===== config.mk =====
export PLATFORM = sky130hd
export DESIGN_NAME = score_display_flat
export DESIGN_NICKNAME = d
export VERILOG_FILES = /design/src/rtl/score_display_if.sv /design/src/rtl/score_display.sv /design/src/flat_wrapper.sv
export SDC_FILE = /design/constraint.sdc
export NUM_CORES = 1
export LEC_CHECK = 0
export BUFFER_PORTS_ARGS = -buffer_cell sky130_fd_sc_hd__buf_2
export CORE_UTILIZATION = 45
export DETAILED_ROUTE_END_ITERATION = 6
export GPL_ROUTABILITY_DRIVEN = 0
export GPL_TIMING_DRIVEN = 1
export PLACE_DENSITY = 0.6
export SLEW_MARGIN = 20
export SYNTH_ARGS = -nofsm -noshare
export SYNTH_HDL_FRONTEND = slang
export SYNTH_SLANG_ARGS = --single-unit

===== constraint.sdc =====
create_clock -name clk -period 4.2 [get_ports clk]
set_input_delay 0 -clock clk [delete_from_list [all_inputs] [get_ports clk]]
set_output_delay 0 -clock clk [all_outputs]
set_load 0.01 [all_outputs]

===== src/rtl/score_display_if.sv =====
// score_display_if: score input and 7-segment display bundle
//   score_in  : binary score from the playfield stage
//   show_best : view select for the best score
//   an, seg   : active-low anodes and segments {g,f,e,d,c,b,a}
//   dp        : active-low decimal point
//   busy      : conversion in progress
//   modports  : master drives score_in/show_best, slave drives the display and busy
interface score_display_if;
  logic [15:0] score_in;
  logic show_best;
  logic [3:0] an;
  logic [6:0] seg;
  logic dp;
  logic busy;
  modport master(output score_in, show_best, input an, seg, dp, busy);
  modport slave(input score_in, show_best, output an, seg, dp, busy);
endinterface


===== src/rtl/score_display.sv =====
// score_display: saturate a binary score, convert it to BCD by double dabble, scan it onto a 4-digit 7-segment display
//   clk   : system clock
//   reset : asynchronous active-high reset
//   bus   : score_display_if.slave (score_in, show_best in; an, seg, dp, busy out)
//   Optional macro SCORE_DISPLAY_HIGH_SCORE_EN: tracks the best score and shows it while show_best is high
module score_display #(
  parameter int REFRESH_DIV = 100000,
  parameter int SAT_MAX = 9999
) (
  input logic clk,
  input logic reset,
  score_display_if.slave bus
);
  typedef enum logic [1:0] {IDLE, SHIFT, DONE} state_t;
  localparam int CW = $clog2(REFRESH_DIV);
  localparam logic [6:0] SEG_LUT [16] = '{7'h40, 7'h79, 7'h24, 7'h30, 7'h19, 7'h12, 7'h02, 7'h78,
                                         7'h00, 7'h10, 7'h7F, 7'h7F, 7'h7F, 7'h7F, 7'h7F, 7'h7F};
  state_t state, state_nx;
  logic [13:0] sat, latched, src;
  logic [29:0] sr;
  logic [3:0] iter;
  logic [15:0] bcd, shown;
  logic start, pick_b, tgt_b, sel_b, wrap, blank, dp_nx;
  logic [CW-1:0] cnt;
  logic [1:0] idx;
  logic [3:0] nib;

  // one double-dabble step over the {bcd[15:0], bin[13:0]} register
  function automatic logic [29:0] dabble(input logic [29:0] r);
    logic [29:0] t;
    t = r;
    for (int i = 0; i < 4; i++)
      if (t[14 + 4 * i +: 4] >= 4'd5) t[14 + 4 * i +: 4] = t[14 + 4 * i +: 4] + 4'd3;
    return {t[28:0], 1'b0};
  endfunction

  assign sat = bus.score_in > 16'(SAT_MAX) ? 14'(SAT_MAX) : bus.score_in[13:0];

`ifdef SCORE_DISPLAY_HIGH_SCORE_EN
  logic [13:0] best, latched_b;
  logic [15:0] bcd_b;
  logic last_s;
  // score wins when both are pending unless it was converted last, so the two alternate
  assign pick_b = best != latched_b && (sat == latched || last_s);
  assign start = sat != latched || best != latched_b;
  assign src = pick_b ? best : sat;
  assign shown = sel_b ? bcd_b : bcd;
  assign dp_nx = ~(sel_b && idx == 2'd3);
  always_ff @(posedge clk or posedge reset)
    if (reset) begin
      best <= '0;
      latched_b <= '0;
      bcd_b <= '0;
      last_s <= 1'b0;
      tgt_b <= 1'b0;
      sel_b <= 1'b0;
    end else begin
      if (sat > best) best <= sat;
      if (state == IDLE && start) begin
        tgt_b <= pick_b;
        last_s <= !pick_b;
        if (pick_b) latched_b <= best;
      end
      if (state == DONE && tgt_b) bcd_b <= sr[29:14];
      if (wrap) sel_b <= bus.show_best;
    end
`else
  assign pick_b = 1'b0;
  assign tgt_b = 1'b0;
  assign sel_b = 1'b0;
  assign start = sat != latched;
  assign src = sat;
  assign shown = bcd;
  assign dp_nx = 1'b1;
`endif

  always_ff @(posedge clk or posedge reset)
    if (reset) state <= IDLE;
    else state <= state_nx;

  always_comb begin
    state_nx = state;
    state_nx = state == IDLE ? (start ? SHIFT : IDLE) :
               state == SHIFT ? (iter == 4'd13 ? DONE : SHIFT) : IDLE;
  end

  always_comb begin
    bus.busy = state != IDLE;
  end

  always_ff @(posedge clk or posedge reset)
    if (reset) begin
      latched <= '0;
      sr <= '0;
      iter <= '0;
      bcd <= '0;
    end else if (state == IDLE && start) begin
      if (!pick_b) latched <= sat;
      sr <= {16'b0, src};
      iter <= '0;
    end else if (state == SHIFT) begin
      sr <= dabble(sr);
      iter <= iter + 4'd1;
    end else if (state == DONE && !tgt_b) begin
      bcd <= sr[29:14];
    end

  assign wrap = cnt == CW'(REFRESH_DIV - 1);
  assign nib = shown[{idx, 2'b00} +: 4];
  // blank when this digit and every higher one is zero; the units digit always shows
  assign blank = idx != 2'd0 && (shown >> {idx, 2'b00}) == 16'd0;

  always_ff @(posedge clk or posedge reset)
    if (reset) begin
      cnt <= '0;
      idx <= '0;
      bus.an <= 4'hF;
      bus.seg <= 7'h7F;
      bus.dp <= 1'b1;
    end else begin
      cnt <= wrap ? '0 : cnt + CW'(1);
      if (wrap) idx <= idx + 2'd1;
      bus.an <= ~(4'b0001 << idx);
      bus.seg <= blank ? 7'h7F : SEG_LUT[nib];
      bus.dp <= dp_nx;
    end
endmodule


===== src/flat_wrapper.sv =====
// flat-port wrapper written by rule: the top's interface ports become plain ports
module score_display_flat 
#(
  parameter int REFRESH_DIV = 100000,
  parameter int SAT_MAX = 9999
)
  (clk, reset, bus_score_in, bus_show_best, bus_an, bus_seg, bus_dp, bus_busy);
  score_display_if bus_i ();
  input logic clk;
  input logic reset;
  input wire logic [$bits(bus_i.score_in)-1:0] bus_score_in;
  input wire logic [$bits(bus_i.show_best)-1:0] bus_show_best;
  output wire logic [$bits(bus_i.an)-1:0] bus_an;
  output wire logic [$bits(bus_i.seg)-1:0] bus_seg;
  output wire logic [$bits(bus_i.dp)-1:0] bus_dp;
  output wire logic [$bits(bus_i.busy)-1:0] bus_busy;
  assign bus_i.score_in = bus_score_in;
  assign bus_i.show_best = bus_show_best;
  assign bus_an = bus_i.an;
  assign bus_seg = bus_i.seg;
  assign bus_dp = bus_i.dp;
  assign bus_busy = bus_i.busy;
  score_display #(.REFRESH_DIV(REFRESH_DIV), .SAT_MAX(SAT_MAX)) u_core (.clk(clk), .reset(reset), .bus(bus_i));
endmodule

# == Yosys cells after proc, flatten, opt, wreduce, memory -nomap -nowiden ==
# Memories as Yosys holds them, arrays and structs flattened.
# Index checks and enable logic that the tools add are counted.
# totals
mem_count,1
regBits,96
wordCells,60
romBits,112
# mem_list
memory,words,width,read_ports,rd_clocked_by_memory_dff,write_ports,line,rtl
(no name shown),16,7,1,0,0,score_display.sv:124,bus.seg <= blank ? 7'h7F : SEG_LUT[nib];
# classes
n_reduce_logical,8
bitwise_logic,4
mux,17
eq_ne,5
n_lt_le_gt_ge,6
add_sub_neg,7
n_shift,3
# op_table
operator,count
2-to-1 mux 30 bit,2
2-to-1 mux 7 bit,3
2-to-1 mux 4 bit,5
adder 17 x 1 -> 17 bit (second input constant),1
== test 17 bit (second input constant),1
2-to-1 mux 17 bit,1
>= comparator 4 x 3 -> 1 bit (second input constant),4
greater-than comparator 16 x 14 -> 1 bit (second input constant),1
zero test 16 bit,1
indexed part select 16 x 5 -> 4 bit,1
right shift 16 x 4 -> 16 bit,1
2-to-1 mux 14 bit,1
inequality test 14 bit,1
adder 4 x 2 -> 4 bit (second input constant),3
2-to-1 mux 2 bit,3
nonzero test 2 bit,3
>= comparator 5 bit (second input constant),1
inverter 4 -> 5 bit,1
adder 4 x 1 -> 4 bit (second input constant),1
== test 4 bit (second input constant),1
inverter 4 bit,1
<< shifter 1 x 2 -> 4 bit (first input constant),1
adder 3 x 2 -> 3 bit (second input constant),1
2-to-1 mux 3 bit,1
8 further kinds,10

# == Logic depth before layout (Yosys ltp) ==
# logic_depth
depth_word,6
depth_mapped,8
ltp_nobuf,7

# == Worst setup path after synthesis ==
# Ideal clock, no wire load.
# synth_timing
path_type,reg2reg
from,register u_core.idx[0]
to,register u_core.bus.seg[2]
setup_slack_ps,1580
t_arrival_ps,2541
stages_incl_launch_ff,9
n_path_buf,1
path_cell_list,dfrtp_1 clkbuf_1 mux4_2 inv_1 ha_1 or4b_2 a211oi_1 nor2_1 o21ai_0
# synth_via
elab_chain_len,6
elab_cells_between_ends,10
cone_classes,2 x shift; 3 x mux; 1 x bitwise; 3 x reduce/logical; 1 x memory
# synth_lines
item,line,rtl
from (decl),score_display.sv:25,logic [1:0] idx;
from (signal assigned),score_display.sv:122,if (wrap) idx <= idx + 2'd1;
indexed part select 16 x 5 -> 4 bit,score_display.sv:109,"assign nib = shown[{idx, 2'b00} +: 4];"
inverter 4 -> 5 bit (not written as such),score_display.sv:124,
memory read (16 x 7 bit),n/a,
2-to-1 mux 7 bit (not written as such) (2 in a row),score_display.sv:124,
2-to-1 mux 7 bit (*),score_display.sv:124,
to (signal assigned),score_display.sv:124,
to (decl),score_display_if.sv:16,"modport slave(input score_in, show_best, output an, seg, dp, busy);"
# Every way passes the cells marked *; elsewhere a longest branch is shown, timed or not. The select of a mux whose other input is x is not followed.
# A chain may end at the register's enable or synchronous reset.

# == Final worst setup path ==
# layout_timing
from,input bus_score_in[12]
to,register u_core.iter[0]
# layout_via
elab_chain_len,5
elab_cells_between_ends,6
cone_classes,1 x order compare; 1 x eq/ne; 2 x mux; 2 x reduce/logical
# layout_lines
item,line,rtl
from (decl),flat_wrapper.sv:11,input wire logic [$bits(bus_i.score_in)-1:0] bus_score_in;
greater-than comparator 16 x 14 -> 1 bit,score_display.sv:37,assign sat = bus.score_in > 16'(SAT_MAX) ? 14'(SAT_MAX) : bus.score_in[13:0];
2-to-1 mux 14 bit (*),score_display.sv:37,
inequality test 14 bit (*),score_display.sv:71,assign start = sat != latched;
logical AND 1 bit (*),score_display.sv:97,end else if (state == IDLE && start) begin
2-to-1 mux 4 bit or nonzero test 2 bit (tied branches),n/a,
to (signal assigned),score_display.sv:103,iter <= iter + 4'd1;
to (decl),score_display.sv:21,logic [3:0] iter;
# Every way passes the cells marked *; elsewhere a longest branch is shown, timed or not.

==> metrics.md <==
| Metric | Value |
|---|---|
| Max Fclk | 0.331 GHz |
| Grt ovf | 0 |
| Post-synthesis area per instance | 10.2 µm² |
| Outcome | finished clean |
| Tmin final | 3020 ps |
| Die W | 107 µm |
| Vias in the first global route | 3544 |
| Final #Nets | 567 |
| Pin count of the biggest net entering global routing | 51 |
| Static Leakage | 2.41 nW |
| PD cells | 639 nW/µm² |
| Tot GR Track Use | 0.198 |
| Final hold violations | 0 |
| Slew Viols, Final | 0 |
| Main synth FF type | dfrtp_1 |
| Hold path depth | 3 |
| Total number of vias | 3734 |
| Synth cell types | 69 |
| FF+latch count, synth | 96 |
| CTS clk-pin slew, worst paths | 90 ps |
| Critical Path RT | 4450 ps |
| DRC errors left | 0 |
| Pre-antenna DRT Iters | 5 |
| Slew headroom | 0.387 |
| Setup tns final | 0 ps |
| Number of synthesized flops with an enable pin | 0 |
| Commonest cells in the netlist | dfrtp_1, nand2_1, inv_1 |
| CTS Buffer Depth | 2 |
| Clock root cell | clkbuf_8 |
| Crit path max fanout | 16 |
| DR vias/cell | 5.57 |
| Die area | 11500 µm² |
| CP arrival | 3270 ps |
| Worst-skew pair later-pin latency | 360 ps |
| Initial core utilization | 0.461 |
| Synth async-reset ratio | 1.00 |
| Num rows | 38 |
| Startpoint types | primary input |
| ANT nets after route | 0 |
| Layout fillers | 987 |
| Share of layout cells above drive strength 1 | 0.168 |
| Synth warn | 0 |
| Type of the worst setup path | primary input to register |
| WHS | 4.02 ps |
| TritonCTS Sinks | 96 |
| RSZ-0062 raised after global routing | no |
| VDD IR-drop max | 0.391 mV |
| Total Wirelength | 10300 µm |
| Worst-Margin Slew | 919 ps |
| CORE AREA | 10800 µm² |
| Register-to-Register Path Depth | 7 |
| Post-CTS resize count | 0 |
| Area contributors post-synth | dfrtp_1, dfstp_2, ha_1, nand2_1, o21ai_0 |
| H-tree levels | 3 |
| Count leader, synth | dfrtp_1 |
| Post-synth top area cell | dfrtp_1 |
| Antenna diodes | 0 |
| Hpwl dp | 7050 µm |
| CTS tree | done |
| Ports | 32 |
| Sequential fraction of the synthesis area | 0.483 |
| Die Y | 107 µm |
| Final period util | 0.719 |
| Layout Skew | 6.77 ps |
| Synth Instances | 492 |
| Syn Nets | 531 |
| Yosys top cell area share | 0.425 |
| Setup-failing EPs final | 0 |
| Starting DRT DRC Count | 265 |
| Total CTS buffers | 9 |
| CP endpoint kind | register |
| Initial antenna violation count | 0 |
| Area Growth Syn to Fin | 10.7% |
| Min-delay worst type | primary input to register |
| Synth Cell Area | 5000 µm² |
| First-pass GRT wire length | 17600 µm |
| Max-Cap Viols | 0 |
| Wirelength per Cell | 15.4 µm |
| Input/output buffers | 29 |
-- timing repair --
item,in CTS,in global routing
buffers inserted,0,0
hold endpoints to repair,58,0
hold buffers,9,0
-- logic make-up (layout without fill, tap and decap cells) --
family,count (synthesis),count (layout),share of synthesized area
buffers and inverters,59,97,0.0503
muxes,15,15,0.0420
DFF,96,96,0.483
adders and majority gates,20,20,0.0500
and+or+nand+nor,145,145,0.153
AOI/OAI and AO/OA,129,129,0.174
xor gates and xnor gates,27,27,0.0473
other,1,1,0.000750
-- path summary, 6_finish.rpt --
| path | start | endpoint | slack [ps] |
|---|---|---|---|
| max | bus_score_in[12] | u_core.iter[0]$_DFFE_PP0P_ | 1180 |
| min | bus_score_in[8] | u_core.latched[8]$_DFFE_PP0P_ | 4 |
| max reg2reg | u_core.idx[0]$_DFFE_PP0N_ | u_core.bus.seg[0]$_DFF_PP1_ | 1400 |
| min reg2reg | u_core.cnt[4]$_DFF_PP0_ | u_core.cnt[4]$_DFF_PP0_ | 490 |
| max in group asynchronous | reset | u_core.cnt[1]$_DFF_PP0_ | 2780 |
| min in group asynchronous | reset | u_core.sr[21]$_DFFE_PP0P_ | 300 |
-- critical path: stages --
cell	delay [ps]
dlygate4sd3_1	530
buf_2	140
o21ai_1	460
o2111ai_1	230
a32oi_1	410
nor4b_4	80
buf_4	210
a21oi_2	740
buf_4	330
o21ai_0	120
-- cell type report --
type / instances / area (µm²) / share of cell area
sequential: 96 / 2420 / 0.436
multi-input combinational: 337 / 2340 / 0.422
timing repair buffer: 44 / 280 / 0.0506
clock buffer: 13 / 179 / 0.0323
tap: 140 / 175 / 0.0316
inverter: 40 / 151 / 0.0273
-- layout by cell type, fill, tap and decap left out, drive strengths merged, types with 8 or more instances in the layout --
master / synthesis / routed
a211oi: 10 / 10
a21oi: 28 / 28
buf: 8 / 35
clkbuf: 11 / 13
dfrtp: 85 / 85
dfstp: 11 / 11
dlygate4sd3: 0 / 9
ha: 20 / 20
inv: 39 / 38
mux2: 8 / 8
nand2: 46 / 46
nand2b: 8 / 8
nand3: 14 / 14
nor2: 34 / 34
o21ai: 31 / 31
o22ai: 19 / 19
xnor2: 13 / 13
xor2: 14 / 14
-- state kept, by name, indices dropped and copies added (netlist names) --
signal / count
u_core.state: 2
u_core.idx: 2
u_core.latched: 14
u_core.iter: 4
u_core.cnt: 17
u_core.bus.seg: 7
u_core.bcd: 16
u_core.bus.an: 4
u_core.sr: 30
-- power breakdown --
group	total (mW)	switching [mW]	internal (mW)
Combinational	1.44	0.827	0.616
Clock	0.576	0.305	0.271
Sequential	1.52	0.260	1.26
-- metrics by stage --
| stage | worst slack (ps) | util | power, mW | instance area (µm²) | cells |
|---|---|---|---|---|---|
| final | 1180 | 0.511 | 3.54 | 5540 | 670 |
| after global routing | 982 | 0.511 | 3.83 | 5540 | 670 |
| after CTS | 1200 | 0.511 | 3.56 | 5540 | 670 |
| after detailed placement | 1310 | 0.486 | 2.96 | 5270 | 648 |
| after global placement | 1420 | 0.486 | 2.91 | 5270 | 648 |
| after floorplan | 1580 | - | 2.61 | 5000 | 492 |
-- metal layers --
layer,global-route usage,up-vias,wire length (µm)
met4,0.0812,0,173
met2,0.301,63,4750
li1,-,1827,-
met5,0,-,0
met3,0.0309,15,295
met1,0.282,1829,5120
(Power assumes the default switching activity.)
